[config.mk]
export PLATFORM = sky130hd
export DESIGN_NAME = sc1_port_uart
export DESIGN_NICKNAME = d
export VERILOG_FILES = /design/src/rtl/sc1_port_uart.sv
export SDC_FILE = /design/constraint.sdc
export NUM_CORES = 1
export LEC_CHECK = 0
export CORE_UTILIZATION = 51
export DETAILED_ROUTE_END_ITERATION = 7
export MAX_ROUTING_LAYER = met4
export PLACE_DENSITY = 0.86
export SLEW_MARGIN = 20
export SYNTH_ARGS = -nofsm -noshare
export SYNTH_HDL_FRONTEND = slang
export SYNTH_SLANG_ARGS = --single-unit
[constraint.sdc]
create_clock -name clk -period 3.6 [get_ports clk]
set_clock_uncertainty 0.05 [all_clocks]
set_input_delay 0.72 -clock clk [delete_from_list [all_inputs] [get_ports clk]]
set_output_delay 0.72 -clock clk [all_outputs]
set_load 0.05 [all_outputs]
[src/rtl/sc1_port_uart.sv]
// rtl/sc1_port_uart.sv - CPU port-mapped UART: toggle-handshake command word, TX FIFO + TX FSM.
// Receiver compiled only when SC1_PORT_UART_RX_EN is defined.
module sc1_port_uart #(
  parameter int CLK_DIV         = 16,
  parameter int FIFO_DEPTH_LOG2 = 2
) (
  input  logic        clk,
  input  logic        reset,
  input  logic [31:0] port_out,
  output logic [31:0] port_in,
  output logic        txd
`ifdef SC1_PORT_UART_RX_EN
  ,
  input  logic        rxd
`endif
);

  localparam int              AW       = FIFO_DEPTH_LOG2;
  localparam int              DEPTH    = 1 << AW;
  localparam logic [AW:0]     CNT_FULL = (AW+1)'(DEPTH);
  localparam logic [15:0]     DIV_M1   = 16'(CLK_DIV - 1);
  localparam logic [15:0]     HALF_M1  = 16'(CLK_DIV / 2 - 1);

  typedef enum logic [1:0] {TX_IDLE, TX_START, TX_DATA, TX_STOP} tx_state_t;

  logic          tog_d;
  logic          new_cmd, push, rx_pop, clr_sticky, wr_en, tx_pop;
  logic [7:0]    fifo_q [DEPTH];
  logic [AW-1:0] wr_ptr_q, rd_ptr_q;
  logic [AW:0]   count_q, count_d;
  tx_state_t     tx_state_q, tx_state_d;
  logic [15:0]   tx_cnt_q, tx_cnt_d;
  logic [2:0]    tx_bit_q, tx_bit_d;
  logic [7:0]    tx_sh_q, tx_sh_d;
  logic          txd_q, drop_q, drop_d, full_d, idle_d;
  logic          rxv_d, ovr_d, ferr_d;
  logic [7:0]    rxdata_d;
  logic [31:0]   port_in_q;
  logic          unused_bits;

  // A command is any edge of bit 31 relative to the last sampled value.
  assign new_cmd     = port_out[31] ^ tog_d;
  assign push        = new_cmd & ~port_out[30];
  assign rx_pop      = new_cmd & port_out[30];
  assign clr_sticky  = new_cmd & port_out[29];
  assign wr_en       = push & (count_q != CNT_FULL);
  assign unused_bits = ^port_out[28:8];

  always_comb begin
    count_d = count_q;
    case ({wr_en, tx_pop})
      2'b10:   count_d = count_q + (AW+1)'(1);
      2'b01:   count_d = count_q - (AW+1)'(1);
      default: count_d = count_q;
    endcase
  end

  always_ff @(posedge clk) begin
    if (wr_en) fifo_q[wr_ptr_q] <= port_out[7:0];
  end

  always_ff @(posedge clk) begin
    if (reset) begin
      wr_ptr_q <= '0;
      rd_ptr_q <= '0;
      count_q  <= '0;
    end else begin
      if (wr_en)  wr_ptr_q <= wr_ptr_q + 1'b1;
      if (tx_pop) rd_ptr_q <= rd_ptr_q + 1'b1;
      count_q <= count_d;
    end
  end

  always_comb begin
    tx_state_d = tx_state_q;
    tx_cnt_d   = tx_cnt_q;
    tx_bit_d   = tx_bit_q;
    tx_sh_d    = tx_sh_q;
    tx_pop     = 1'b0;
    case (tx_state_q)
      TX_IDLE: if (count_q != '0) begin
        tx_pop     = 1'b1;
        tx_sh_d    = fifo_q[rd_ptr_q];
        tx_cnt_d   = '0;
        tx_state_d = TX_START;
      end
      TX_START: if (tx_cnt_q == DIV_M1) begin
        tx_cnt_d   = '0;
        tx_bit_d   = '0;
        tx_state_d = TX_DATA;
      end else tx_cnt_d = tx_cnt_q + 16'd1;
      TX_DATA: if (tx_cnt_q == DIV_M1) begin
        tx_cnt_d = '0;
        if (tx_bit_q == 3'd7) tx_state_d = TX_STOP;
        else                  tx_bit_d   = tx_bit_q + 3'd1;
      end else tx_cnt_d = tx_cnt_q + 16'd1;
      TX_STOP: if (tx_cnt_q == DIV_M1) begin
        tx_cnt_d   = '0;
        tx_state_d = TX_IDLE;
      end else tx_cnt_d = tx_cnt_q + 16'd1;
      default: tx_state_d = TX_IDLE;
    endcase
  end

  // txd is re-registered from the current state, so the line lags the FSM by one clock.
  always_ff @(posedge clk) begin
    if (reset) begin
      tx_state_q <= TX_IDLE;
      tx_cnt_q   <= '0;
      tx_bit_q   <= '0;
      tx_sh_q    <= '0;
      txd_q      <= 1'b1;
    end else begin
      tx_state_q <= tx_state_d;
      tx_cnt_q   <= tx_cnt_d;
      tx_bit_q   <= tx_bit_d;
      tx_sh_q    <= tx_sh_d;
      case (tx_state_q)
        TX_START: txd_q <= 1'b0;
        TX_DATA:  txd_q <= tx_sh_q[tx_bit_q];
        default:  txd_q <= 1'b1;
      endcase
    end
  end

  always_comb begin
    drop_d = clr_sticky ? 1'b0 : drop_q;
    if (push && count_q == CNT_FULL) drop_d = 1'b1;
  end

  assign full_d = (count_d == CNT_FULL);
  assign idle_d = (count_d == '0) && (tx_state_d == TX_IDLE);

`ifdef SC1_PORT_UART_RX_EN
  typedef enum logic [1:0] {RX_IDLE, RX_START, RX_DATA, RX_STOP} rx_state_t;

  logic        rx_m_q, rx_s_q, rx_p_q, rx_good, rx_bad;
  rx_state_t   rx_state_q, rx_state_d;
  logic [15:0] rx_cnt_q, rx_cnt_d;
  logic [2:0]  rx_bit_q, rx_bit_d;
  logic [7:0]  rx_sh_q, rx_sh_d, rx_data_q;
  logic        rx_valid_q, ovr_q, ferr_q;

  always_comb begin
    rx_state_d = rx_state_q;
    rx_cnt_d   = rx_cnt_q;
    rx_bit_d   = rx_bit_q;
    rx_sh_d    = rx_sh_q;
    rx_good    = 1'b0;
    rx_bad     = 1'b0;
    case (rx_state_q)
      RX_IDLE: if (rx_p_q && !rx_s_q) begin
        rx_cnt_d   = '0;
        rx_state_d = RX_START;
      end
      RX_START: if (rx_cnt_q == HALF_M1) begin
        rx_cnt_d   = '0;
        rx_bit_d   = '0;
        rx_state_d = rx_s_q ? RX_IDLE : RX_DATA;
      end else rx_cnt_d = rx_cnt_q + 16'd1;
      RX_DATA: if (rx_cnt_q == DIV_M1) begin
        rx_cnt_d = '0;
        rx_sh_d  = {rx_s_q, rx_sh_q[7:1]};
        if (rx_bit_q == 3'd7) rx_state_d = RX_STOP;
        else                  rx_bit_d   = rx_bit_q + 3'd1;
      end else rx_cnt_d = rx_cnt_q + 16'd1;
      RX_STOP: if (rx_cnt_q == DIV_M1) begin
        rx_cnt_d   = '0;
        rx_state_d = RX_IDLE;
        rx_good    = rx_s_q;
        rx_bad     = ~rx_s_q;
      end else rx_cnt_d = rx_cnt_q + 16'd1;
      default: rx_state_d = RX_IDLE;
    endcase
  end

  always_comb begin
    rxv_d    = (rx_valid_q & ~rx_pop) | rx_good;
    rxdata_d = rx_good ? rx_sh_q : rx_data_q;
    ovr_d    = clr_sticky ? 1'b0 : ovr_q;
    ferr_d   = clr_sticky ? 1'b0 : ferr_q;
    if (rx_good && rx_valid_q && !rx_pop) ovr_d  = 1'b1;
    if (rx_bad)                           ferr_d = 1'b1;
  end

  always_ff @(posedge clk) begin
    if (reset) begin
      rx_m_q     <= 1'b1;
      rx_s_q     <= 1'b1;
      rx_p_q     <= 1'b1;
      rx_state_q <= RX_IDLE;
      rx_cnt_q   <= '0;
      rx_bit_q   <= '0;
      rx_sh_q    <= '0;
      rx_data_q  <= '0;
      rx_valid_q <= 1'b0;
      ovr_q      <= 1'b0;
      ferr_q     <= 1'b0;
    end else begin
      rx_m_q     <= rxd;
      rx_s_q     <= rx_m_q;
      rx_p_q     <= rx_s_q;
      rx_state_q <= rx_state_d;
      rx_cnt_q   <= rx_cnt_d;
      rx_bit_q   <= rx_bit_d;
      rx_sh_q    <= rx_sh_d;
      rx_data_q  <= rxdata_d;
      rx_valid_q <= rxv_d;
      ovr_q      <= ovr_d;
      ferr_q     <= ferr_d;
    end
  end
`else
  assign rxv_d    = 1'b0;
  assign ovr_d    = 1'b0;
  assign ferr_d   = 1'b0;
  assign rxdata_d = 8'h00;
`endif

  always_ff @(posedge clk) begin
    if (reset) begin
      tog_d     <= 1'b0;
      drop_q    <= 1'b0;
      port_in_q <= '0;
    end else begin
      tog_d     <= port_out[31];
      drop_q    <= drop_d;
      port_in_q <= {port_out[31], full_d, idle_d, rxv_d, ovr_d, drop_d, ferr_d, 17'd0, rxdata_d};
    end
  end

  assign port_in = port_in_q;
  assign txd     = txd_q;

endmodule

==> results.md <==
* Status: finished, final reports clean
* Worst slew margin at around 47%
* Cells after Synth at 324
* Setup Buffers After CTS at 0
* DRT Wirelength at 6296 um
* Final worst-path cycle share at roughly 82%
* Initial antenna violation count at 0
* Grt met1 use at between 20% and 30%
* Placed Instances at just over 400
* Synth Area per Inst at around 11 sq um
* Skew-Pair Late Insertion Delay at roughly 0.34 ns
* DR iter-0 viols at between 150 and 200
* Slew Limit Fails at 0
* Die Ht at between 80 and 90 um
* Crit Path Class: reg -> reg
* Met3 Track Usage GR at 4.572%
* First-pass GRT wire length at roughly 11000 um
* Die width at 85.03 um
* Register bit count reported by yosys at 73
* Tot GR Track Use at about a fifth
* CP Data Required Time at approximately 3.8 ns
* Top post-synthesis cells by count: dfxtp_1, nand2_1, edfxtp_1
* Most Used Layer, Global Route: met2
* Worst-margin pin slew at roughly 0.79 ns
* Post-synth top area cell: edfxtp_1
* DRT Pass-1 Iters at 5
* Initial Util at a little over half
* Final setup viols at 0
* Clk root buf: clkbuf_8
* DR WL/cell at between 10 and 15 um
* H-tree levels at 3
* Core Box Area at around 0.0065 sq mm
* Crit path arrival time at roughly 3.1 ns
* Fmax at roughly 0.34 GHz
* Synthesis-to-finish area growth at 8.541%
* Post-synth EDFFs at 32
* Crit path time final at approximately 2.9 ns
* Clock Sinks at between 70 and 80
* Met2 usage in global routing at between 30% and 40%
* Layout cells sized above 1 at roughly a tenth
* Critical Path End Type: flop
* Placer Congestion at 0.9221
* I/O pins at 67
* Vias in the first global route at 2308
* DRC errors left at 0
* Final Power at roughly 2400 uW
* Max Cap Viol at 0
* TritonCTS clock tree: done
* HP Class: reg -> reg
* Synth unique cells at 48
* Synth async-reset ratio at 0%
* ANT cells at 0
* Largest net degree at the start of global routing at 18
* Ys Warns at 0
* Post-cts resize count at 0
* Die footprint at 0.007230 sq mm
* CTS Buffer Depth at 2
* Avg Vias per Cell at ~5.8
* Leakage Power at roughly 0.0013 uW
* Top-area cell type share of the netlist area at between 20% and 30%
* Main synth FF type: dfxtp_1
* Most common cell in the netlist: dfxtp_1
* Port Buffers at 17
* Cell Pwr Density at ~630 mW/mm^2
* Antenna Violating Nets Remaining at 0
* Setup TNS at 0 ns
* Unrepaired setup endpoints after global routing: no
* CTS Buf Count at 9
* Hold_buf cts at 0
* Rows at 29
* Clock transition at the registers of the reported paths at approximately 0.08 ns
* Hold Violations, Final at 0
* Worst vdd ir at around 0.34 mV
* Share of the yosys chip area belonging to registers at between 50% and 60%
* Worst setup SP type: flop
* Mapped cell area at between 0.003 and 0.004 sq mm
* DR vias at 2441
* Hpwl dp at between 4000 and 5000 um
* Gr ovfl total at 0
* Crit path max fanout at 10
* Area contributors post-synth: edfxtp_1, dfxtp_1, buf_4
* Layout Cells excl Fill at ~420
* Layout Nets at about 380
==> stage by stage <==
step,area [sq um],hold WS (ns),utilization (%),setup WS [ns]
3_3_place_gp,3621,0.3887,55.75,0.4337
6_report,3816,0.4097,58.76,0.6544
2_1_floorplan,3617,0.3831,-,0.8039
5_1_grt,3816,0.4401,58.76,0.3952
4_1_cts,3816,0.4106,58.76,0.6253
3_5_place_dp,3621,0.3987,55.75,0.3372
==> worst paths after layout <==
kind	from	to	slack, ns	cells past startpoint
max	tx_state_q[0]	port_in[29]	0.65	10
min	tx_sh_q[2]	tx_sh_q[2]	0.41	2
max reg2reg	tx_state_q[0]	port_in[29]	0.65	10
min reg2reg	tx_sh_q[2]	tx_sh_q[2]	0.41	2
==> where the power goes <==
group	leakage, uW	internal [uW]	total (uW)	switching (uW)
clock network	0.0000890	318	626	308
registers	0.000624	969	1070	99.0
logic	0.000609	279	720	441
==> cell type report <==
class                           instances  area [sq um]
Inverter                               15         56.30
Fill cell                             522          2679
Sequential cell                        73          1782
Multi-Input combinational cell        220          1494
Timing Repair Buffer                   20         192.7
Clock inverter                          7         71.32
Clock buffer                            9         123.9
Tap cell                               77         96.34
==> state kept, by name (all words and copies together) (netlist names) <==
name,cells
port_in,3
tx_state_q,2
tx_cnt_q,16
txd,1
fifo_q,32
tx_bit_q,3
tog_d,1
count_q,3
wr_ptr_q,2
rd_ptr_q,2
tx_sh_q,8
==> placed cells by master, fill, tap and decap left out, drive strengths merged, types with 3 or more instances in the layout <==
cell and n:
a211oi 3, a21oi 16, a31oi 8, and2 5, and4 3, buf 3
clkbuf 9, clkdlybuf4s50 17, clkinv 3, clkinvlp 3, conb 28, dfxtp 41
edfxtp 32, ha 8, inv 15, mux2i 3, mux4 10, nand2 33
nand3 15, nand4 8, nor2 19, nor2b 5, nor4 4, o211ai 5
o21ai 8, o22ai 3, o31a 3, or3 3, or4 4, xnor2 4
xor2 5
==> cell families (layout without fill, tap and decap cells) <==
logic type	count (synthesis)	in the layout	synth area share [%]
buffers and inverters	58	51	9.715
adder cells (fa/ha/maj)	9	9	3.417
flip-flops	73	73	50.68
other	1	28	0.1067
AO/OA/AOI/OAI	56	56	10.61
AND/OR/NAND/NOR	105	105	15.98
multiplexers	13	13	7.260
XOR/XNOR	9	9	2.242
==> critical path, stage by stage (launching register included) <==
cell and delay [ns]:
dfxtp_1 0.38, nor2_1 0.38, nand2_1 0.31, inv_1 0.18
ha_1 0.20, inv_1 0.07, fa_1 0.49, nor2b_1 0.17
a22o_1 0.16, nand2_1 0.08, a2111oi_2 0.36
==> routing by layer <==
layer | up-vias | wire (um)
met2 | 106 | 3250
met4 | 0 | 59
met3 | 10 | 413
li1 | 1149 | -
met1 | 1176 | 2572
met5 | - | 0
Note: power is estimated with default switching activity, not from simulation.
